`src/rtl/seg7_pkg.sv`:
```
// rtl/seg7_pkg.sv - shared constants, types and hex decoder function for the 7-segment scan driver
package seg7_pkg;

    localparam logic [6:0] SEG_OFF = 7'h7F;

    // Active-low {a,b,c,d,e,f,g}, indexed by hex nibble.
    localparam logic [6:0] SEG_TABLE [16] = '{
        7'b0000001, 7'b1001111, 7'b0010010, 7'b0000110,
        7'b1001100, 7'b0100100, 7'b0100000, 7'b0001111,
        7'b0000000, 7'b0000100, 7'b0001000, 7'b1100000,
        7'b0110001, 7'b1000010, 7'b0110000, 7'b0111000
    };

    typedef enum logic {
        PHASE_GUARD = 1'b0,
        PHASE_ON    = 1'b1
    } phase_t;

    typedef struct packed {
        logic [6:0] seg;
        logic       dp;
    } cathode_t;

    function automatic logic [6:0] hex_to_seg(input logic [3:0] nibble);
        return SEG_TABLE[nibble];
    endfunction

endpackage

```
`src/rtl/seg7_hex_decode.sv`:
```
// rtl/seg7_hex_decode.sv - combinational hex nibble to active-low segment decoder
module seg7_hex_decode
    import seg7_pkg::*;
(
    input  logic [3:0] nibble,
    output logic [6:0] seg
);

    assign seg = hex_to_seg(nibble);

endmodule

```
`src/rtl/seg7_scan_driver.sv`:
```
// rtl/seg7_scan_driver.sv - time-multiplexed common-anode 7-segment scan driver with double-buffered value
module seg7_scan_driver
    import seg7_pkg::*;
#(
    parameter int NUM_DIGITS = 8,
    parameter int SCAN_DIV   = 100000,
    parameter int GUARD      = 500,
    localparam int IDX_W     = (NUM_DIGITS > 1) ? $clog2(NUM_DIGITS) : 1
) (
    input  logic                    clk,
    input  logic                    reset,
    input  logic                    load,
    input  logic [4*NUM_DIGITS-1:0] value,
    input  logic [NUM_DIGITS-1:0]   dp_in,
    input  logic [NUM_DIGITS-1:0]   digit_en,
    input  logic                    lz_en,
    output logic [NUM_DIGITS-1:0]   anode,
    output logic [6:0]              seg,
    output logic                    dp,
    output logic [IDX_W-1:0]        slot_idx
);

    localparam int              PRE_W    = $clog2(SCAN_DIV);
    localparam logic [PRE_W-1:0] PRE_LAST = PRE_W'(SCAN_DIV - 1);
    localparam logic [PRE_W-1:0] PRE_GRD  = PRE_W'(GUARD);
    localparam logic [IDX_W-1:0] IDX_LAST = IDX_W'(NUM_DIGITS - 1);

    logic [4*NUM_DIGITS-1:0] shadow_value;
    logic [NUM_DIGITS-1:0]   shadow_dp;
    logic [NUM_DIGITS-1:0]   shadow_en;
    logic                    shadow_lz;

    logic [PRE_W-1:0]        prescaler;
    logic [IDX_W-1:0]        slot_cnt;
    phase_t                  phase;

    logic [NUM_DIGITS-1:0]   lz_blank;
    logic                    zero_above;
    logic [3:0]              cur_nibble;
    logic                    cur_en;
    logic                    cur_dp;
    logic                    cur_lz;
    logic                    cur_blank;
    logic [NUM_DIGITS-1:0]   digit_onehot;
    logic [6:0]              dec_seg;
    logic [NUM_DIGITS-1:0]   next_anode;
    cathode_t                next_cath;

    always_ff @(posedge clk) begin
        if (reset) begin
            shadow_value <= '0;
            shadow_dp    <= '0;
            shadow_en    <= '0;
            shadow_lz    <= 1'b0;
        end else if (load) begin
            shadow_value <= value;
            shadow_dp    <= dp_in;
            shadow_en    <= digit_en;
            shadow_lz    <= lz_en;
        end
    end

    always_ff @(posedge clk) begin
        if (reset) begin
            prescaler <= '0;
            slot_cnt  <= '0;
        end else if (prescaler == PRE_LAST) begin
            prescaler <= '0;
            slot_cnt  <= (slot_cnt == IDX_LAST) ? '0 : slot_cnt + IDX_W'(1);
        end else begin
            prescaler <= prescaler + PRE_W'(1);
        end
    end

    assign phase = (prescaler < PRE_GRD) ? PHASE_GUARD : PHASE_ON;

    // Walk down from the top digit; a digit is LZ-blanked while it and everything above it are zero.
    always_comb begin
        zero_above = 1'b1;
        lz_blank   = '0;
        for (int i = NUM_DIGITS - 1; i >= 1; i--) begin
            zero_above  = zero_above && (shadow_value[4*i +: 4] == 4'h0);
            lz_blank[i] = shadow_lz && zero_above;
        end
    end

    always_comb begin
        cur_nibble   = 4'h0;
        cur_en       = 1'b0;
        cur_dp       = 1'b0;
        cur_lz       = 1'b0;
        digit_onehot = '0;
        for (int i = 0; i < NUM_DIGITS; i++) begin
            if (slot_cnt == IDX_W'(i)) begin
                cur_nibble      = shadow_value[4*i +: 4];
                cur_en          = shadow_en[i];
                cur_dp          = shadow_dp[i];
                cur_lz          = lz_blank[i];
                digit_onehot[i] = 1'b1;
            end
        end
    end

    assign cur_blank = !cur_en || cur_lz;

    seg7_hex_decode u_dec (
        .nibble (cur_nibble),
        .seg    (dec_seg)
    );

    // Anode stays low for blanked digits so every slot has identical timing.
    always_comb begin
        next_anode = '1;
        next_cath  = '{seg: SEG_OFF, dp: 1'b1};
        if (phase == PHASE_ON) begin
            next_anode     = ~digit_onehot;
            next_cath.seg  = cur_blank ? SEG_OFF : dec_seg;
            next_cath.dp   = cur_en ? ~cur_dp : 1'b1;
        end
    end

    always_ff @(posedge clk) begin
        if (reset) begin
            anode    <= '1;
            seg      <= SEG_OFF;
            dp       <= 1'b1;
            slot_idx <= '0;
        end else begin
            anode    <= next_anode;
            seg      <= next_cath.seg;
            dp       <= next_cath.dp;
            slot_idx <= slot_cnt;
        end
    end

endmodule
```
`config.mk`:
```
export PLATFORM = sky130hd
export DESIGN_NAME = seg7_scan_driver
export DESIGN_NICKNAME = d
export VERILOG_FILES = /design/src/rtl/seg7_pkg.sv /design/src/rtl/seg7_hex_decode.sv /design/src/rtl/seg7_scan_driver.sv
export SDC_FILE = /design/constraint.sdc
export NUM_CORES = 1
export LEC_CHECK = 0
export ABC_AREA = 1
export BUFFER_PORTS_ARGS = -buffer_cell sky130_fd_sc_hd__buf_2
export CAP_MARGIN = 10
export CORE_MARGIN = 1
export CORE_UTILIZATION = 50
export DETAILED_ROUTE_END_ITERATION = 6
export HOLD_SLACK_MARGIN = 0.12
export PLACE_DENSITY_LB_ADDON = 0.1
export SYNTH_ARGS = -nofsm -noshare
export SYNTH_HDL_FRONTEND = slang
export SYNTH_HIERARCHICAL = 1
export SYNTH_SLANG_ARGS = --single-unit
```
`constraint.sdc`:
```
create_clock -name clk -period 2.25 [get_ports clk]
set_clock_uncertainty 0.05 [all_clocks]
set_input_delay 0.1125 -clock clk [delete_from_list [all_inputs] [get_ports clk]]
set_output_delay 0.1125 -clock clk [all_outputs]
set_load 0.03 [all_outputs]
```
==> results of run 1 <==
worst paths after layout:
kind                              startpoint                to  slack, ns
worst max register to register   slot_cnt[1]            seg[3]      -0.14
worst min register to register  prescaler[0]      prescaler[0]       0.40
worst max-delay path             slot_cnt[1]            seg[3]      -0.14
worst min-delay path                    load  shadow_value[12]       0.31
logic make-up (layout without fill, tap and decap cells):
family	Yosys count	in the layout	synth area share
AND/OR/NAND/NOR	277	277	0.299
adder cells (fa/ha/maj)	14	14	0.0428
AO/OA/AOI/OAI	103	103	0.133
XOR/XNOR	6	6	0.0128
flip-flops	88	88	0.430
buffers and inverters	83	243	0.0816
per-layer routing:
metal / vias up / wire length [µm]
met5: - / 0
met1: 1926 / 4910
met3: 29 / 515
met4: 0 / 272
met2: 132 / 5480
li1: 2160 / -
critical path: stages (launching register included):
cell,delay [ns]
dfxtp_4,0.39
inv_6,0.08
ha_4,0.15
inv_4,0.05
nor2_4,0.16
nand2_2,0.09
nand3_2,0.08
nand3_2,0.07
nand3_2,0.06
o21ai_1,0.07
nand2_1,0.08
a21oi_2,0.07
nor2_4,0.20
inv_4,0.10
ha_4,0.17
nand2_2,0.08
nand2_1,0.05
nand2_1,0.09
nand2_1,0.07
inv_1,0.05
nand3_1,0.06
power by group through the flow:
stage | logic [µW] | registers (µW) | clock network, µW
final | 412 | 1660 | 1250
after global routing | 462 | 1670 | 1340
after CTS | 375 | 1660 | 1280
after detailed placement | 288 | 1700 | 0
after global placement | 280 | 1700 | 0
after floorplan | 193 | 1680 | 0
flip-flops by register name (all words and copies together) (netlist names):
signal and count:
anode 8, shadow_en 8, shadow_lz 1, slot_idx 3, shadow_value 32, prescaler 17, seg 7, slot_cnt 3
dp 1, shadow_dp 8
layout make-up:
class                           instances  area [µm²]
Clock buffer                           10         128
Fill cell                             604        1960
Clock inverter                          4        95.1
Inverter                               61         245
Multi-Input combinational cell        400        2250
Tap cell                              102         128
Timing Repair Buffer                  168        1230
Sequential cell                        88        1770
cell usage in the layout, fill, tap and decap left out, types with 8 or more instances in the layout:
cell / count
ha_4: 10
inv_2: 8
nor4_1: 8
nor2_1: 103
clkbuf_8: 9
nand3_2: 9
inv_1: 46
nand3_1: 38
dfxtp_1: 85
nand2_1: 77
buf_2: 70
a21oi_1: 27
o21ai_0: 61
nand2_2: 15
dlygate4sd3_1: 50
buf_4: 42
timing repair:
item	in CTS	in global routing
endpoints found under the hold margin	52	0
pin swaps	20	18
hold buffers	50	0
gates resized for setup	48	25
setup buffers	5	5
endpoints found under the setup margin	7	7
per-stage QoR:
| step | total power (µW) | TNS, ns |
|---|---|---|
| after CTS | 3310 | -0.135 |
| after detailed placement | 1980 | -1.37 |
| after floorplan | 1880 | 0 |
| after global routing | 3470 | -1.65 |
| after global placement | 1980 | -0.567 |
| final | 3320 | -0.637 |
==> results.sh, run 1 <==
export IMPL_gp_congestion=0.874
export IMPL_chipWidth_um=92.5
export IMPL_antenna_cells=0
export IMPL_ctsLongestPathBuffers=2
export IMPL_use_met2=0.462
export IMPL_worstPathRequired_ns=2.44
export IMPL_synth_edff_count=0
export IMPL_final_util=0.749
export IMPL_dpl_cell_count=759
export IMPL_p_seq_frac=0.500
export IMPL_finalHoldViolCount=0
export IMPL_met1_usage=0.322
export IMPL_setup_viol=7
export IMPL_nNetsFinal=794
export IMPL_first_iter_violations=179
export IMPL_insertion_delay_ns=0.35
export IMPL_synthArstFlopShare=0
export IMPL_cts_tree="yes"
export IMPL_grt_pass1_wl_mm=18.2
export IMPL_post_drt_wl_per_cell_um=13.4
export IMPL_first_pass_iters=5
export IMPL_grt_setup_unrepaired="yes"
export IMPL_hold_slack_ns=0.315
export IMPL_p_leak_uw=0.00264
export IMPL_slew_headroom=0.614
export IMPL_vias_per_cell=5.10
export IMPL_wirelength_mm=11.2
export IMPL_tightest_slew_ns=0.579
export IMPL_dp_hpwl_mm=6.87
export IMPL_max_freq_mhz=418
export IMPL_worstHoldPathType="in -> reg"
export IMPL_clk_pin_slew_ns=0.08
export IMPL_ant_nets=0
export IMPL_yosysWarnings=6
export IMPL_worst_ir_drop_vdd_uv=438
export IMPL_syn_cell_area_um2=4100
export IMPL_switchingPower_uw=781
export IMPL_placed_cell_area_um2=4760
export IMPL_portBuffers=70
export IMPL_clkPwrFrac=0.376
export IMPL_final_max_slew_viol_count=0
export IMPL_syn_to_final_growth_pct=42.8
export IMPL_yosysTopAreaCell="dfxtp_1"
export IMPL_synth_top_area_share=0.430
export IMPL_num_vias=4247
export IMPL_p_int_uw=2540
export IMPL_swShare=0.235
export IMPL_pin_count=71
export IMPL_cp_start_kind="flop"
export IMPL_synth_fp_nets=637
export IMPL_ys_top_cells_by_count="107 x nor2_1, 88 x dfxtp_1, 88 x nand2_1"
export IMPL_synth_area_top_cells="dfxtp_1 43%, nor2_1 9.8%, nand2_1 8.1%"
export IMPL_reg2regPathDepth=20
export IMPL_post_route_cells_drive_above_1_share=0.282
export IMPL_postSynthAreaPerCell_um2=7.17
export IMPL_crit_fanout=5
export IMPL_grt_overflow_total=0
export IMPL_fp_dieH_um=92.5
export IMPL_yosysUniqueCellTypes=35
export IMPL_pre_cts_ws_ns=-0.239
export IMPL_comb_power_share=0.124
export IMPL_core_um2=7810
export IMPL_antenna_found_initial=0
export IMPL_cts_root_buffer="clkbuf_8"
export IMPL_layout_setup_ws_ns=-0.143
export IMPL_design_die_area_um2=8560
export IMPL_cts_buffers=9
export IMPL_cap_violations=0
export IMPL_stdcell_area_um2=5850
export IMPL_post_route_period_util=1.06
export IMPL_fin_cells=833
export IMPL_violations="setup timing"
export IMPL_ys_seq_area_frac=0.430
export IMPL_pwr_density_cell_nw_per_um2=568
export IMPL_critPathKind="reg -> reg"
export IMPL_synth_most_common_cell="nor2_1"
export IMPL_met3_usage=0.0640
export IMPL_gr_max_usage_layer="met2"
export IMPL_syn_inst=571
export IMPL_ys_seq_elements=88
export IMPL_grtUsageTotal=0.266
export IMPL_grt_max_degree=42
export IMPL_first_global_vias=4063
export IMPL_critPathArrivalTime_ns=2.58
export IMPL_ys_flop_type="dfxtp_1"
export IMPL_whs_path_depth=3
export IMPL_cts_sinks=88
export IMPL_rows=32
export IMPL_initial_core_util=0.525
export IMPL_drc=0
export IMPL_status="finished with violations"
export IMPL_period_needed_ns=2.39
export IMPL_cp_end_kind="flop"
export IMPL_htree_levels=3
Power figures use the tool's default switching activity.
==> run 2: changes to the inputs <==
- clock period: 2.25 -> 2 ns (I/O delays scaled with it)
==> run 2 against run 1 <==
  * The run still ends with setup timing left
  * Via count rose by 0.61%
  * Worst setup slack lost 0.16 ns
  * Register-to-register slack worse by 0.16 ns
  * Power rose by 7.6%
  * Die area unchanged
  * Critical endpoint unchanged
  * Largest power group unchanged
  * Highest routed layer unchanged
==> results.sh, run 2 (same netlist as run 1, synthesis figures left out) <==
export IMPL_status="finished with violations"
export IMPL_violations="setup timing"
export IMPL_worstPathRequired_ns=2.20
export IMPL_whs_path_depth=4
export IMPL_grt_pass1_wl_mm=18.3
export IMPL_cts_tree="yes"
export IMPL_fillCellCount=615
export IMPL_finalHoldViolCount=0
export IMPL_largest_reg_flops=32
export IMPL_cp_start_kind="flop"
export IMPL_cts_root_buffer="clkbuf_8"
export IMPL_reg2reg_setup_slack_ns=-0.30
export IMPL_cp_cell_sequence="inv_4 > ha_4 > inv_4 > nor2_4 > nand3_2 > nand3_2 > nand3_2 > nand3_2 > o21ai_2 > nand2_1 > a21oi_2 > nor2_4 > clkinv_4 > ha_4 > nand2_2 > nand3_2 > nand2_2 > inv_2 > nand3_2"
export IMPL_reg2reg_to="seg[3]"
export IMPL_setup_viol=7
export IMPL_chipWidth_um=92.5
export IMPL_insertion_delay_ns=0.37
export IMPL_worstHoldPathType="in -> reg"
export IMPL_crit_fanout=5
export IMPL_cp_common_cell="nand3_2"
export IMPL_portBuffers=70
export IMPL_cap_violations=0
export IMPL_first_global_vias=4017
export IMPL_grtUsageTotal=0.268
export IMPL_critPathBufInv=4
export IMPL_critPathLaunch="slot_cnt[0]"
export IMPL_crit_slowest_cell="dfxtp_4"
export IMPL_post_route_cells_drive_above_1_share=0.275
export IMPL_clkPwrFrac=0.349
export IMPL_worstHoldEndpoint="shadow_value[26]"
export IMPL_nNetsFinal=791
export IMPL_cp_num_cells=19
export IMPL_ctsLongestPathBuffers=2
export IMPL_cp_top_family="simple AND/OR/NAND/NOR gates"
export IMPL_reg_top3="shadow_value: 32 flops, prescaler: 17 flops"
export IMPL_final_max_slew_viol_count=0
export IMPL_slowest_delay_ns=0.38
export IMPL_period_needed_ns=2.30
export IMPL_final_common_cell="nor2_1"
export IMPL_worst_ir_drop_vdd_uv=516
export IMPL_max_freq_mhz=435
export IMPL_grt_max_degree=56
export IMPL_comb_power_share=0.128
export IMPL_core_um2=7810
export IMPL_num_vias=4273
export IMPL_pre_cts_ws_ns=-0.231
export IMPL_vias_per_cell=5.14
export IMPL_htree_levels=3
export IMPL_first_iter_violations=160
export IMPL_design_die_area_um2=8560
export IMPL_antenna_cells=0
export IMPL_top_register="shadow_value"
export IMPL_reg2regPathDepth=19
export IMPL_mostFrequentLayoutCells="105 x nor2_1, 85 x dfxtp_1, 79 x nand2_1, 70 x buf_2, 62 x o21ai_0"
export IMPL_clk_pin_slew_ns=0.09
export IMPL_grt_setup_unrepaired="yes"
export IMPL_antenna_found_initial=0
export IMPL_hold_start="load"
export IMPL_wirelength_mm=11.0
export IMPL_dp_hpwl_mm=6.97
export IMPL_pin_count=71
export IMPL_initial_core_util=0.525
export IMPL_tightest_slew_ns=0.484
export IMPL_gp_congestion=0.869
export IMPL_critPathArrivalTime_ns=2.50
export IMPL_cp_end_kind="flop"
export IMPL_first_pass_iters=5
export IMPL_swShare=0.264
export IMPL_ant_nets=0
export IMPL_pwr_density_cell_nw_per_um2=619
export IMPL_syn_to_final_growth_pct=41.1
export IMPL_layout_setup_ws_ns=-0.299
export IMPL_cts_sinks=88
export IMPL_switchingPower_uw=942
export IMPL_fin_total_pwr_uw=3570
export IMPL_p_int_uw=2630
export IMPL_fp_dieH_um=92.5
export IMPL_post_route_period_util=1.15
export IMPL_slew_headroom=0.674
export IMPL_p_seq_frac=0.523
export IMPL_critPathKind="reg -> reg"
export IMPL_cts_buffers=9
export IMPL_p_leak_uw=0.00262
export IMPL_rr_startpoint="slot_cnt[0]"
export IMPL_rows=32
export IMPL_grt_overflow_total=0
export IMPL_drc=0
export IMPL_post_drt_wl_per_cell_um=13.3
==> run 2: cell count changes in the layout (fill, tap and decap cells not counted), sizes merged <==
cell,delta
buf,-3
bufinv,-2
inv,+2
clkinvlp,+1
clkinv,+1
==> run 2: worst max path at each step <==
| stage | to | slack (ns) |
|---|---|---|
| floorplan | seg[3] | -0.13 |
| CTS | seg[1] | -0.20 |
| global route | seg[3] | -0.46 |
| detailed placement | seg[3] | -0.23 |
| global placement | seg[3] | -0.17 |
| finish | seg[3] | -0.30 |
==> run 2: final cells by class <==
cell class / count / area, µm² / share of cell area
clock inverter: 6 / 66.3 / 0.0115
sequential: 88 / 1770 / 0.306
multi-input combinational: 400 / 2230 / 0.386
tap: 102 / 128 / 0.0221
timing repair buffer: 165 / 1210 / 0.209
inverter: 61 / 250 / 0.0433
clock buffer: 10 / 128 / 0.0221
==> run 2: metal layers <==
metal  wire [µm]  vias to the layer above  global-route usage  share of wire
li1            -                     2158                   -              -
met1        4990                     1943               0.344           0.45
met2        5150                      146               0.448           0.47
met3         629                       26              0.0460          0.057
met4         252                        0               0.102          0.023
met5           0                        -                   0              0
==> run 2: per-stage QoR <==
| stage | hold WS [ns] | setup TNS (ns) | instances | utilization | area (µm²) |
|---|---|---|---|---|---|
| 6_report | 0.257 | -1.89 | 832 | 0.740 | 5780 |
| 2_1_floorplan | 0.122 | -0.580 | 571 | - | 4190 |
| 4_1_cts | 0.237 | -1.16 | 827 | 0.720 | 5620 |
| 5_1_grt | 0.294 | -2.96 | 832 | 0.740 | 5780 |
| 3_3_place_gp | 0.258 | -0.972 | 758 | 0.621 | 4850 |
| 3_5_place_dp | 0.262 | -1.28 | 758 | 0.621 | 4850 |
==> run 2: power by group through the flow <==
stage | combinational [µW] | sequential (µW) | clock [µW]
final | 459 | 1870 | 1250
after global placement | 322 | 1910 | 0
after detailed placement | 330 | 1910 | 0
after CTS | 417 | 1870 | 1270
after global routing | 517 | 1880 | 1340
after floorplan | 222 | 1890 | 0
==> run 2: worst register-to-register path: stages (launching register included) <==
cell and delay (ns):
dfxtp_4 0.38, inv_4 0.09, ha_4 0.15, inv_4 0.04, nor2_4 0.14, nand3_2 0.09
nand3_2 0.07, nand3_2 0.06, nand3_2 0.06, o21ai_2 0.05, nand2_1 0.07, a21oi_2 0.08
nor2_4 0.18, clkinv_4 0.13, ha_4 0.29, nand2_2 0.04, nand3_2 0.05, nand2_2 0.05
inv_2 0.04, nand3_2 0.06
==> run 2: timing repair <==
| item | 4_1_cts | 5_1_grt |
|---|---|---|
| buffers inserted | 3 | 4 |
| endpoints found under the hold margin | 52 | 0 |
| hold buffers | 50 | 0 |
| resized for setup | 15 | 29 |
| endpoints found under the setup margin | 7 | 7 |
| pin swaps | 9 | 19 |
| gates cloned | 0 | 1 |
==> run 3: changes to the inputs <==
--- a/config.mk
+++ b/config.mk
@@ -10,5 +10,5 @@
 export CAP_MARGIN = 10
 export CORE_MARGIN = 1
-export CORE_UTILIZATION = 50
+export CORE_UTILIZATION = 59
 export DETAILED_ROUTE_END_ITERATION = 6
 export HOLD_SLACK_MARGIN = 0.12
==> constraint.sdc (replaced) <==
create_clock -name clk -period 2.9 [get_ports clk]
set_clock_uncertainty 0.05 [all_clocks]
set_input_delay 0.29 -clock clk [delete_from_list [all_inputs] [get_ports clk]]
set_output_delay 0.29 -clock clk [all_outputs]
set_load 0.03 [all_outputs]
==> run 3 against run 2 <==
  * Die area down 15%
  * First-iteration DRC count up 28%
  * Flip-flop and latch count stayed put
  * Worst setup slack gained 0.54 ns
  * The flow now finishes without violations
  * Critical path depth up 1
  * Final cell count down 11%
  * Clock power is 23% lower
  * Worst hold slack got worse by 0.12 ns
  * Sequential power is 31% lower
  * Via count shrank 8.2%
  * Power shrank 30%
  * Critical path type unchanged
  * Maximum frequency fell by 13%
==> results.sh, run 3 (same netlist as run 1, synthesis figures left out) <==
export IMPL_vias_per_cell=5.28
export IMPL_hold_slack_ns=0.133
export IMPL_cap_violations=0
export IMPL_cp_end_kind="flop"
export IMPL_chipWidth_um=85.3
export IMPL_setup_viol=0
export IMPL_antenna_cells=0
export IMPL_post_route_period_util=0.916
export IMPL_nNetsFinal=729
export IMPL_comb_power_share=0.100
export IMPL_critPathLaunch="slot_cnt[0]"
export IMPL_antenna_found_initial=0
export IMPL_grt_max_degree=47
export IMPL_rr_startpoint="slot_cnt[0]"
export IMPL_switchingPower_uw=566
export IMPL_insertion_delay_ns=0.35
export IMPL_drc=0
export IMPL_clk_pin_slew_ns=0.08
export IMPL_critPathBufInv=5
export IMPL_crit_slowest_cell="dfxtp_1"
export IMPL_core_um2=6530
export IMPL_p_int_uw=1930
export IMPL_reg2reg_setup_slack_ns=0.24
export IMPL_reg2regPathDepth=20
export IMPL_post_drt_wl_per_cell_um=12.9
export IMPL_period_needed_ns=2.66
export IMPL_wirelength_mm=9.56
export IMPL_ctsLongestPathBuffers=2
export IMPL_max_freq_mhz=377
export IMPL_syn_to_final_growth_pct=22.2
export IMPL_fp_dieH_um=85.3
export IMPL_pin_count=71
export IMPL_fillCellCount=508
export IMPL_finalHoldViolCount=0
export IMPL_finalSetupTns_ns=0
export IMPL_stdcell_area_um2=5000
export IMPL_dpl_cell_count=699
export IMPL_slowest_delay_ns=0.34
export IMPL_crit_fanout=7
export IMPL_slew_headroom=0.633
export IMPL_worstHoldPathType="in -> reg"
export IMPL_critPathArrivalTime_ns=2.84
export IMPL_fin_total_pwr_uw=2500
export IMPL_cts_buffers=9
export IMPL_reg_top3="shadow_value: 32 flops, prescaler: 17 flops"
export IMPL_largest_reg_flops=32
export IMPL_fin_cells=743
export IMPL_cp_top_family="simple AND/OR/NAND/NOR gates"
export IMPL_final_common_cell="nor2_1"
export IMPL_critPathKind="reg -> reg"
export IMPL_cp_cell_sequence="inv_1 > ha_1 > inv_1 > nor2_2 > nand3_1 > nand3_1 > o211ai_1 > nand3_1 > nand3_1 > nand3_1 > nand2_1 > nand2_1 > inv_1 > ha_1 > inv_1 > nand2_1 > nand3_1 > nand2_1 > inv_1 > nand3_1"
export IMPL_swShare=0.227
export IMPL_initial_core_util=0.627
export IMPL_cts_tree="yes"
export IMPL_gp_congestion=0.919
export IMPL_cts_sinks=88
export IMPL_top_register="shadow_value"
export IMPL_post_route_cells_drive_above_1_share=0.174
export IMPL_cp_start_kind="flop"
export IMPL_grt_pass1_wl_mm=15.9
export IMPL_grtUsageTotal=0.278
export IMPL_grt_setup_unrepaired="no"
export IMPL_dp_hpwl_mm=6.55
export IMPL_p_seq_frac=0.516
export IMPL_design_die_area_um2=7280
export IMPL_whs_path_depth=3
export IMPL_cts_root_buffer="clkbuf_8"
export IMPL_reg2reg_to="seg[6]"
export IMPL_num_vias=3923
export IMPL_final_max_slew_viol_count=0
export IMPL_grt_overflow_total=0
export IMPL_mostFrequentLayoutCells="105 x nor2_1, 87 x nand2_1, 87 x dfxtp_1, 70 x buf_2, 63 x o21ai_0"
export IMPL_p_leak_uw=0.00230
export IMPL_cp_num_cells=20
export IMPL_tightest_slew_ns=0.549
export IMPL_cp_common_cell="nand3_1"
export IMPL_ant_nets=0
export IMPL_htree_levels=3
export IMPL_first_global_vias=3579
export IMPL_pwr_density_cell_nw_per_um2=500
export IMPL_first_pass_iters=5
export IMPL_clkPwrFrac=0.383
export IMPL_worst_ir_drop_vdd_uv=386
export IMPL_status="finished clean"
export IMPL_crit_end="seg[6]"
export IMPL_portBuffers=70
export IMPL_first_iter_violations=205
export IMPL_worstPathRequired_ns=3.08
export IMPL_placed_cell_area_um2=4470
export IMPL_rows=29
==> run 3: worst reg2reg max path, delay by kind of cell, from the launching register on <==
family	cells	cell delay, ns
AO/OA/AOI/OAI	1	0.11
adder cells (fa/ha/maj)	2	0.39
buffers and inverters	5	0.45
flip-flops	1	0.34
AND/OR/NAND/NOR	12	1.21
==> run 3: worst min-delay path by stage <==
stage,start,end
after floorplan,reset,slot_idx[0]
after global placement,prescaler[0],prescaler[0]
after detailed placement,prescaler[0],prescaler[0]
after CTS,digit_en[2],shadow_en[2]
after global routing,value[13],shadow_value[13]
final,value[6],shadow_value[6]
==> run 3: layout make-up <==
type | count | area, µm² | area share
clock buffer | 10 | 128 | 0.0255
clock inverter | 4 | 95.1 | 0.0190
inverter | 61 | 230 | 0.0460
multi-input combinational | 400 | 2010 | 0.401
sequential | 88 | 1760 | 0.352
tap | 77 | 96.3 | 0.0193
timing repair buffer | 103 | 683 | 0.137
==> run 3: power by group through the flow <==
stage                     Clock [µW]  Combinational [µW]  Sequential [µW]
after detailed placement           0                 215             1320
final                            959                 251             1290
after CTS                        980                 244             1290
after global routing            1040                 284             1300
after global placement             0                 208             1320
after floorplan                    0                 149             1310
==> run 3: layer usage <==
| metal | global-route usage | share of wire |
|---|---|---|
| met1 | 0.354 | 0.45 |
| met2 | 0.466 | 0.47 |
| met3 | 0.0749 | 0.061 |
| met4 | 0.0742 | 0.011 |
| met5 | 0 | 0 |
==> run 3: metrics by stage <==
step	worst slack, ns	util
after global routing	0.00548	0.766
final	0.244	0.766
after CTS	0.116	0.759
after global placement	0.256	0.685
after detailed placement	0.151	0.685
after floorplan	0.508	-
==> run 3: timing repair <==
action / in CTS / in global routing
setup buffers: 0 / 1
gates resized for setup: 0 / 5
endpoints found under the hold margin: 27 / 3
hold buffers: 26 / 3
endpoints found under the setup margin: 0 / 7
